File: config.mk
export PLATFORM = sky130hd
export DESIGN_NAME = delay_line_ctrl
export DESIGN_NICKNAME = d
export VERILOG_FILES = /design/src/rtl/delay_line_ctrl_pkg.sv /design/src/rtl/delay_line_ctrl_sat_counter.sv /design/src/rtl/delay_line_ctrl.sv
export SDC_FILE = /design/constraint.sdc
export NUM_CORES = 1
export LEC_CHECK = 0
export BUFFER_PORTS_ARGS = -buffer_cell sky130_fd_sc_hd__buf_2
export CORE_UTILIZATION = 54
export DETAILED_ROUTE_END_ITERATION = 7
export GPL_TIMING_DRIVEN = 0
export MAX_ROUTING_LAYER = met4
export PLACE_DENSITY = 0.76
export SLEW_MARGIN = 20
export SYNTH_ARGS = -nofsm -noshare
export SYNTH_HDL_FRONTEND = slang
export SYNTH_SLANG_ARGS = --single-unit
File: constraint.sdc
create_clock -name clk -period 5 [get_ports clk]
set_input_delay 0.25 -clock clk [delete_from_list [all_inputs] [get_ports clk]]
set_output_delay 0.25 -clock clk [all_outputs]
set_load 0.01 [all_outputs]
File: src/rtl/delay_line_ctrl_pkg.sv
// delay_line_ctrl_pkg
// Shared definitions for the delay line controller: FSM state encoding,
// request field width and the settle latency derived from the delay line's
// output register option.
package delay_line_ctrl_pkg;

    // Width of the requested-delay field coming from the settings registers
    localparam int SET_W = 16;

    // Width of the settle counter; large enough for 1 + OUT_REG with OUT_REG in {0,1}
    localparam int SETTLE_W = 2;

    typedef enum logic [1:0] {
        ST_IDLE   = 2'd0,
        ST_JUMP   = 2'd1,
        ST_SETTLE = 2'd2,
        ST_RAMP   = 2'd3
    } state_t;

    // Number of clk_en cycles the delay line needs before data_out reflects a new delay
    function automatic logic [SETTLE_W-1:0] settle_latency(input int out_reg);
        return SETTLE_W'(1 + out_reg);
    endfunction

endpackage

File: src/rtl/delay_line_ctrl_sat_counter.sv
// delay_line_ctrl_sat_counter
// Saturating up-counter with synchronous clear, used to track how many
// samples have been written into the delay line since reset.
// Ports:
//   clk    in   clock
//   clear  in   synchronous clear (highest priority)
//   inc    in   count enable; ignored once the count reaches MAX
//   count  out  current count, 0..MAX
module delay_line_ctrl_sat_counter #(
    parameter int WIDTH = 9,
    parameter int MAX   = 256
) (
    input  logic             clk,
    input  logic             clear,
    input  logic             inc,
    output logic [WIDTH-1:0] count
);

    always_ff @(posedge clk) begin
        if (clear) begin
            count <= '0;
        end else if (inc && (count != WIDTH'(MAX))) begin
            count <= count + 1'b1;
        end
    end

endmodule

File: src/rtl/delay_line_ctrl.sv
// delay_line_ctrl
// Run-time controller for a dynamic-delay variable delay line. Takes delay
// update requests, clamps them to the legal range and applies each either as
// an immediate jump (blanking data_valid while the line settles) or as a ramp
// of at most RAMP_STEP per accepted sample. Requests arriving while busy are
// held in a one-deep pending register (last request wins).
// Ports:
//   clk        in   clock
//   reset      in   synchronous, active-high
//   clk_en     in   global enable; all state frozen when low
//   stb_in     in   sample strobe (counts only when clk_en is high)
//   set_stb    in   request strobe
//   set_delay  in   requested delay, unsigned, clamped to DEPTH-1
//   set_ramp   in   1: ramp to target, 0: jump
//   delay      out  delay port of the delay line
//   busy       out  operation in progress
//   data_valid out  qualifier for the delay line output
//   primed     out  more samples written since reset than the current delay
//   done       out  one-cycle pulse when a request completes
//   err_range  out  one-cycle pulse when a request was clamped
module delay_line_ctrl
    import delay_line_ctrl_pkg::*;
#(
    parameter  int DEPTH     = 256,
    parameter  int OUT_REG   = 0,
    parameter  int RAMP_STEP = 1,
    localparam int DW        = $clog2(DEPTH)
) (
    input  logic             clk,
    input  logic             reset,
    input  logic             clk_en,
    input  logic             stb_in,
    input  logic             set_stb,
    input  logic [SET_W-1:0] set_delay,
    input  logic             set_ramp,
    output logic [DW-1:0]    delay,
    output logic             busy,
    output logic             data_valid,
    output logic             primed,
    output logic             done,
    output logic             err_range
);

    localparam logic [SETTLE_W-1:0] SETTLE_L = settle_latency(OUT_REG);
    localparam logic [DW-1:0]       STEP     = DW'(RAMP_STEP);

    state_t                state, state_next;
    logic [DW-1:0]         target, target_next;
    logic [DW-1:0]         delay_next;
    logic [SETTLE_W-1:0]   settle_cnt, settle_cnt_next;
    logic                  pend_valid, pend_valid_next;
    logic [DW-1:0]         pend_target, pend_target_next;
    logic                  pend_ramp, pend_ramp_next;
    logic                  data_valid_next;
    logic                  done_next;
    logic                  err_next;
    logic [DW:0]           fill;

    logic                  req_clamped;
    logic [DW-1:0]         req_target;
    logic                  launch;
    logic [DW-1:0]         launch_target;
    logic                  launch_ramp;
    logic                  ramp_up;
    logic [DW-1:0]         ramp_diff;
    logic [DW-1:0]         ramp_step;
    logic [DW-1:0]         ramp_delay;

    assign req_clamped = (set_delay >= SET_W'(DEPTH));
    assign req_target  = req_clamped ? DW'(DEPTH - 1) : set_delay[DW-1:0];

    // A fresh request takes precedence over the pending one and discards it
    assign launch        = set_stb | pend_valid;
    assign launch_target = set_stb ? req_target : pend_target;
    assign launch_ramp   = set_stb ? set_ramp   : pend_ramp;

    // Step is limited by the remaining distance so the ramp never overshoots
    assign ramp_up    = (target > delay);
    assign ramp_diff  = ramp_up ? (target - delay) : (delay - target);
    assign ramp_step  = (ramp_diff > STEP) ? STEP : ramp_diff;
    assign ramp_delay = ramp_up ? (delay + ramp_step) : (delay - ramp_step);

    assign busy   = (state != ST_IDLE);
    assign primed = (fill > {1'b0, delay});

    always_comb begin
        state_next       = state;
        target_next      = target;
        delay_next       = delay;
        settle_cnt_next  = settle_cnt;
        pend_valid_next  = pend_valid;
        pend_target_next = pend_target;
        pend_ramp_next   = pend_ramp;
        data_valid_next  = data_valid;
        done_next        = 1'b0;
        err_next         = set_stb & req_clamped;

        case (state)
            ST_IDLE: begin
                if (launch) begin
                    pend_valid_next = 1'b0;
                    target_next     = launch_target;
                    if (launch_target == delay) begin
                        done_next = 1'b1;
                    end else if (!launch_ramp) begin
                        state_next = ST_JUMP;
                    end else begin
                        state_next = ST_RAMP;
                    end
                end
            end
            ST_JUMP: begin
                delay_next      = target;
                data_valid_next = 1'b0;
                settle_cnt_next = SETTLE_L;
                state_next      = ST_SETTLE;
            end
            ST_SETTLE: begin
                // Counting down to zero inclusive keeps data_valid low for L+1 cycles
                if (settle_cnt == '0) begin
                    data_valid_next = 1'b1;
                    done_next       = 1'b1;
                    state_next      = ST_IDLE;
                end else begin
                    settle_cnt_next = settle_cnt - 1'b1;
                end
            end
            ST_RAMP: begin
                if (stb_in) begin
                    delay_next = ramp_delay;
                    if (ramp_delay == target) begin
                        done_next  = 1'b1;
                        state_next = ST_IDLE;
                    end
                end
            end
            default: begin
                state_next = ST_IDLE;
            end
        endcase

        // The in-flight operation always runs to completion; newer requests just replace the pending one
        if (busy && set_stb) begin
            pend_valid_next  = 1'b1;
            pend_target_next = req_target;
            pend_ramp_next   = set_ramp;
        end
    end

    // Pulses are cleared while clk_en is low so a frozen cycle never repeats done or err_range
    always_ff @(posedge clk) begin
        if (reset) begin
            state       <= ST_IDLE;
            target      <= '0;
            delay       <= '0;
            settle_cnt  <= '0;
            pend_valid  <= 1'b0;
            pend_target <= '0;
            pend_ramp   <= 1'b0;
            data_valid  <= 1'b1;
            done        <= 1'b0;
            err_range   <= 1'b0;
        end else if (clk_en) begin
            state       <= state_next;
            target      <= target_next;
            delay       <= delay_next;
            settle_cnt  <= settle_cnt_next;
            pend_valid  <= pend_valid_next;
            pend_target <= pend_target_next;
            pend_ramp   <= pend_ramp_next;
            data_valid  <= data_valid_next;
            done        <= done_next;
            err_range   <= err_next;
        end else begin
            done        <= 1'b0;
            err_range   <= 1'b0;
        end
    end

    delay_line_ctrl_sat_counter #(
        .WIDTH (DW + 1),
        .MAX   (DEPTH)
    ) u_fill (
        .clk   (clk),
        .clear (reset),
        .inc   (stb_in & clk_en),
        .count (fill)
    );

endmodule

==> impl_metrics.py <==
metrics = {
    "status": {
        "run_status": "finished with violations",
        "violations": "negative setup slack",
    },
    "job": {
        "drv_cap": 0,
    },
    "grt": {
        "grt_max_degree": 14,
        "grt_pass1_wl_um": 15800,
        "first_global_vias": 3340,
        "antenna_found_initial": 0,
        "grt_remaining_overflow": 0,
        "grtUsageTotal": 0.313,
    },
    "final_layout": {
        "multiInputGateArea_um2": 2750,
        "stdcell_area_um2": 4620,
        "layout.nets": 604,
        "area_growth_pct": 31.8,
        "n_antenna_cell": 0,
        "postLayoutCoreUtil": 0.758,
        "regArea_um2": 875,
        "fillers": 439,
        "drive_gt1_frac": 0.297,
        "fin_cells": 621,
    },
    "sta": {
        "max_freq_mhz": 199,
        "tightest_slew_ps": 685,
        "hold_ws_ps": 215,
        "final.setup_skew_ps": 7.35,
        "setup_slack_ps": -36.8,
        "setup_viol": 3,
        "fin_crit_sh": 1.01,
        "tns_ps": -50.4,
        "min_period_ps": 5040,
        "slew_violations": 0,
        "hold_violations": 0,
        "relSlewSlack": 0.542,
    },
    "die": {
        "ioPinCount": 35,
        "coreArea_um2": 6100,
        "die_area_um2": 6820,
        "die_h_um": 82.6,
        "rows": 28,
        "start_util": 0.575,
        "fp.dieW_um": 82.6,
    },
    "detailed_routing": {
        "ant_nets": 0,
        "routed-via-count": 3897,
        "remaining_drc_errors": 0,
        "finalWirelength_um": 11500,
        "wire_per_inst_um": 18.5,
        "dr.pass1.iters": 5,
        "drt_iter0_drc": 307,
        "vias_per_cell": 6.28,
    },
    "synth": {
        "yosysWarnings": 0,
        "synth_edf_count": 0,
        "synth-seq-cells": 42,
        "synth-simple-area-share": 0.209,
        "ys_seq_area_frac": 0.240,
        "synthMuxAreaShare": 0.0432,
        "synth.distinct_cells": 54,
        "synth_top_family_by_area": "compound AO/OA/AOI/OAI gates",
        "avgSynthCellArea_um2": 7.65,
        "synth_async_sr_flop_share": 0,
        "synth_fa_ha_area_frac": 0.139,
        "synth-xor-area-share": 0.0650,
        "synthCells": 458,
        "synth_nets": 517,
        "netlist_area_um2": 3500,
        "ys.flop_type": "dfxtp_1",
        "synth_compound_area_frac": 0.236,
    },
    "pwr": {
        "p_per_area_nw_per_um2": 512,
        "power.total_mw": 2.36,
        "p_leak_nw": 1.94,
        "vdd_drop_max_mv": 0.389,
    },
    "setup_path": {
        "reg2reg_to": "state[1]$_SDFFE_PP0P_",
        "end_kind": "flop",
        "rrSetupSlack_ps": -40,
        "r2r_cells": 23,
        "crit_path_start_kind": "flop",
        "crit_fanout": 4,
        "crit_type": "reg2reg",
        "crit_required_ps": 5240,
        "timing.rr.start": "delay[1]$_SDFFE_PP0P_",
        "crit_arrival_ps": 5270,
    },
    "clock_tree": {
        "cts_tree": "done",
        "clk_latency_ps": 300,
        "cts.sinks": 42,
        "clock_path_buffers": 2,
        "cts_made_buffers": 5,
        "clockRootBuffer": "clkbuf_8",
        "clkTransAtPathRegs_ps": 90,
        "htree_levels": 2,
    },
    "min_path": {
        "hold_path_depth": 3,
        "hold_start": "set_ramp",
        "min-delay-path-class": "in2reg",
        "hold_path_end": "pend_ramp$_SDFFE_PP0P_",
    },
    "place": {
        "hpwlAfterDp_um": 6980,
        "place_inst": 565,
        "io_buffers": 32,
        "gp_congestion": 0.888,
        "placed_area_um2": 3760,
        "place_ws_ps": -629,
    },
}
## metal layers
metal | track usage | share of wire | vias up
met5 | - | 0 | -
met4 | 0.143 | 0.045 | 0
met3 | 0.0418 | 0.065 | 56
met2 | 0.540 | 0.49 | 214
met1 | 0.360 | 0.40 | 1827
li1 | - | - | 1800
## logic make-up after synthesis
kind of cell	count (synthesis)
AO/OA/AOI/OAI	124
adder cells (fa/ha/maj)	37
multiplexers	15
other	1
flip-flops	42
XOR/XNOR	26
AND/OR/NAND/NOR	156
buffers and inverters	57
## cells in the mapped netlist (4+ instances only)
library cell	count	area share
o21a_1	11	0.024
nor2_1	64	0.069
or3_1	5	0.0089
o22a_1	5	0.012
nor4_1	4	0.0071
a31oi_1	5	0.0089
a211oi_1	13	0.028
nand2b_1	8	0.014
a21oi_1	30	0.043
clkbuf_1	17	0.018
a21o_1	7	0.015
nand4_1	7	0.012
nand3_1	7	0.010
o21ai_0	24	0.034
ha_1	34	0.12
nand2_1	28	0.030
xor2_1	10	0.025
xnor2_1	16	0.040
a311oi_1	7	0.017
mux2i_1	14	0.040
nor2b_1	5	0.0089
dfxtp_1	42	0.24
inv_1	34	0.036
nor3_1	13	0.019
## final cells by class
type / count / share of cell area
Multi-Input combinational cell: 359 / 0.596
Sequential cell: 42 / 0.189
Timing Repair Buffer: 81 / 0.118
Inverter: 35 / 0.0314
Buffer: 21 / 0.0244
Tap cell: 75 / 0.0203
Clock buffer: 6 / 0.0179
Clock inverter: 2 / 0.00271
## what timing repair did
action	in CTS	in global routing
resized for setup	51	48
hold buffers	0	0
cloned	0	0
endpoints found under the setup margin	5	4
endpoints found under the hold margin	0	0
pin swaps	17	26
buffers inserted	31	19
## registers in the layout, indices dropped and copies added (netlist names)
| name | flops |
|---|---|
| delay | 8 |
| u_fill.count | 9 |
| err_range | 1 |
| pend_target | 8 |
| pend_valid | 1 |
| done | 1 |
| state | 2 |
| target | 8 |
| settle_cnt | 2 |
| data_valid | 1 |
| pend_ramp | 1 |
## worst max-delay path, cell delays in order (launching register included)
cell	delay [ps]
dfxtp_4	370
clkinvlp_4	150
fa_2	470
a21o_1	190
a21oi_2	150
xor2_1	260
o221ai_1	190
mux2_4	290
a2111o_1	440
inv_2	110
ha_4	200
and2_4	140
inv_1	70
ha_1	170
nor2_1	70
a21oi_1	280
o21ai_1	170
a21oi_1	240
xnor2_2	170
xnor2_1	120
or3_1	350
nand3_1	150
buf_4	130
o2bb2ai_1	90
## worst max path at each step
stage	end	from
finish	state[1]$_SDFFE_PP0P_	delay[1]$_SDFFE_PP0P_
global placement	state[0]$_SDFFE_PP0P_	delay[1]$_SDFFE_PP0P_
CTS	state[0]$_SDFFE_PP0P_	delay[5]$_SDFFE_PP0P_
global route	state[1]$_SDFFE_PP0P_	delay[7]$_SDFFE_PP0P_
floorplan	state[0]$_SDFFE_PP0P_	delay[1]$_SDFFE_PP0P_
detailed placement	state[0]$_SDFFE_PP0P_	delay[1]$_SDFFE_PP0P_
## cells in the final DEF (no fill, tap or decap), types with 9 or more instances in the layout
master    Yosys  layout
inv_1        34      25
nor2_1       64      64
o21a_1       11      10
mux2i_1      14      14
xnor2_1      16      12
a211oi_1     13      10
buf_4         3      45
nand2_1      28      28
a21oi_1      30      27
xor2_1       10       9
o21ai_0      24      18
dfxtp_1      42      29
nor3_1       13      11
clkbuf_1     17      16
buf_2         1      32
ha_1         34      26
## report_power, final
group          leakage (nW)  switching [mW]  internal, mW
Clock                0.0472           0.122         0.111
Combinational          1.55           0.935         0.783
Sequential            0.350          0.0426         0.371
Power figures use the tool's default switching activity.
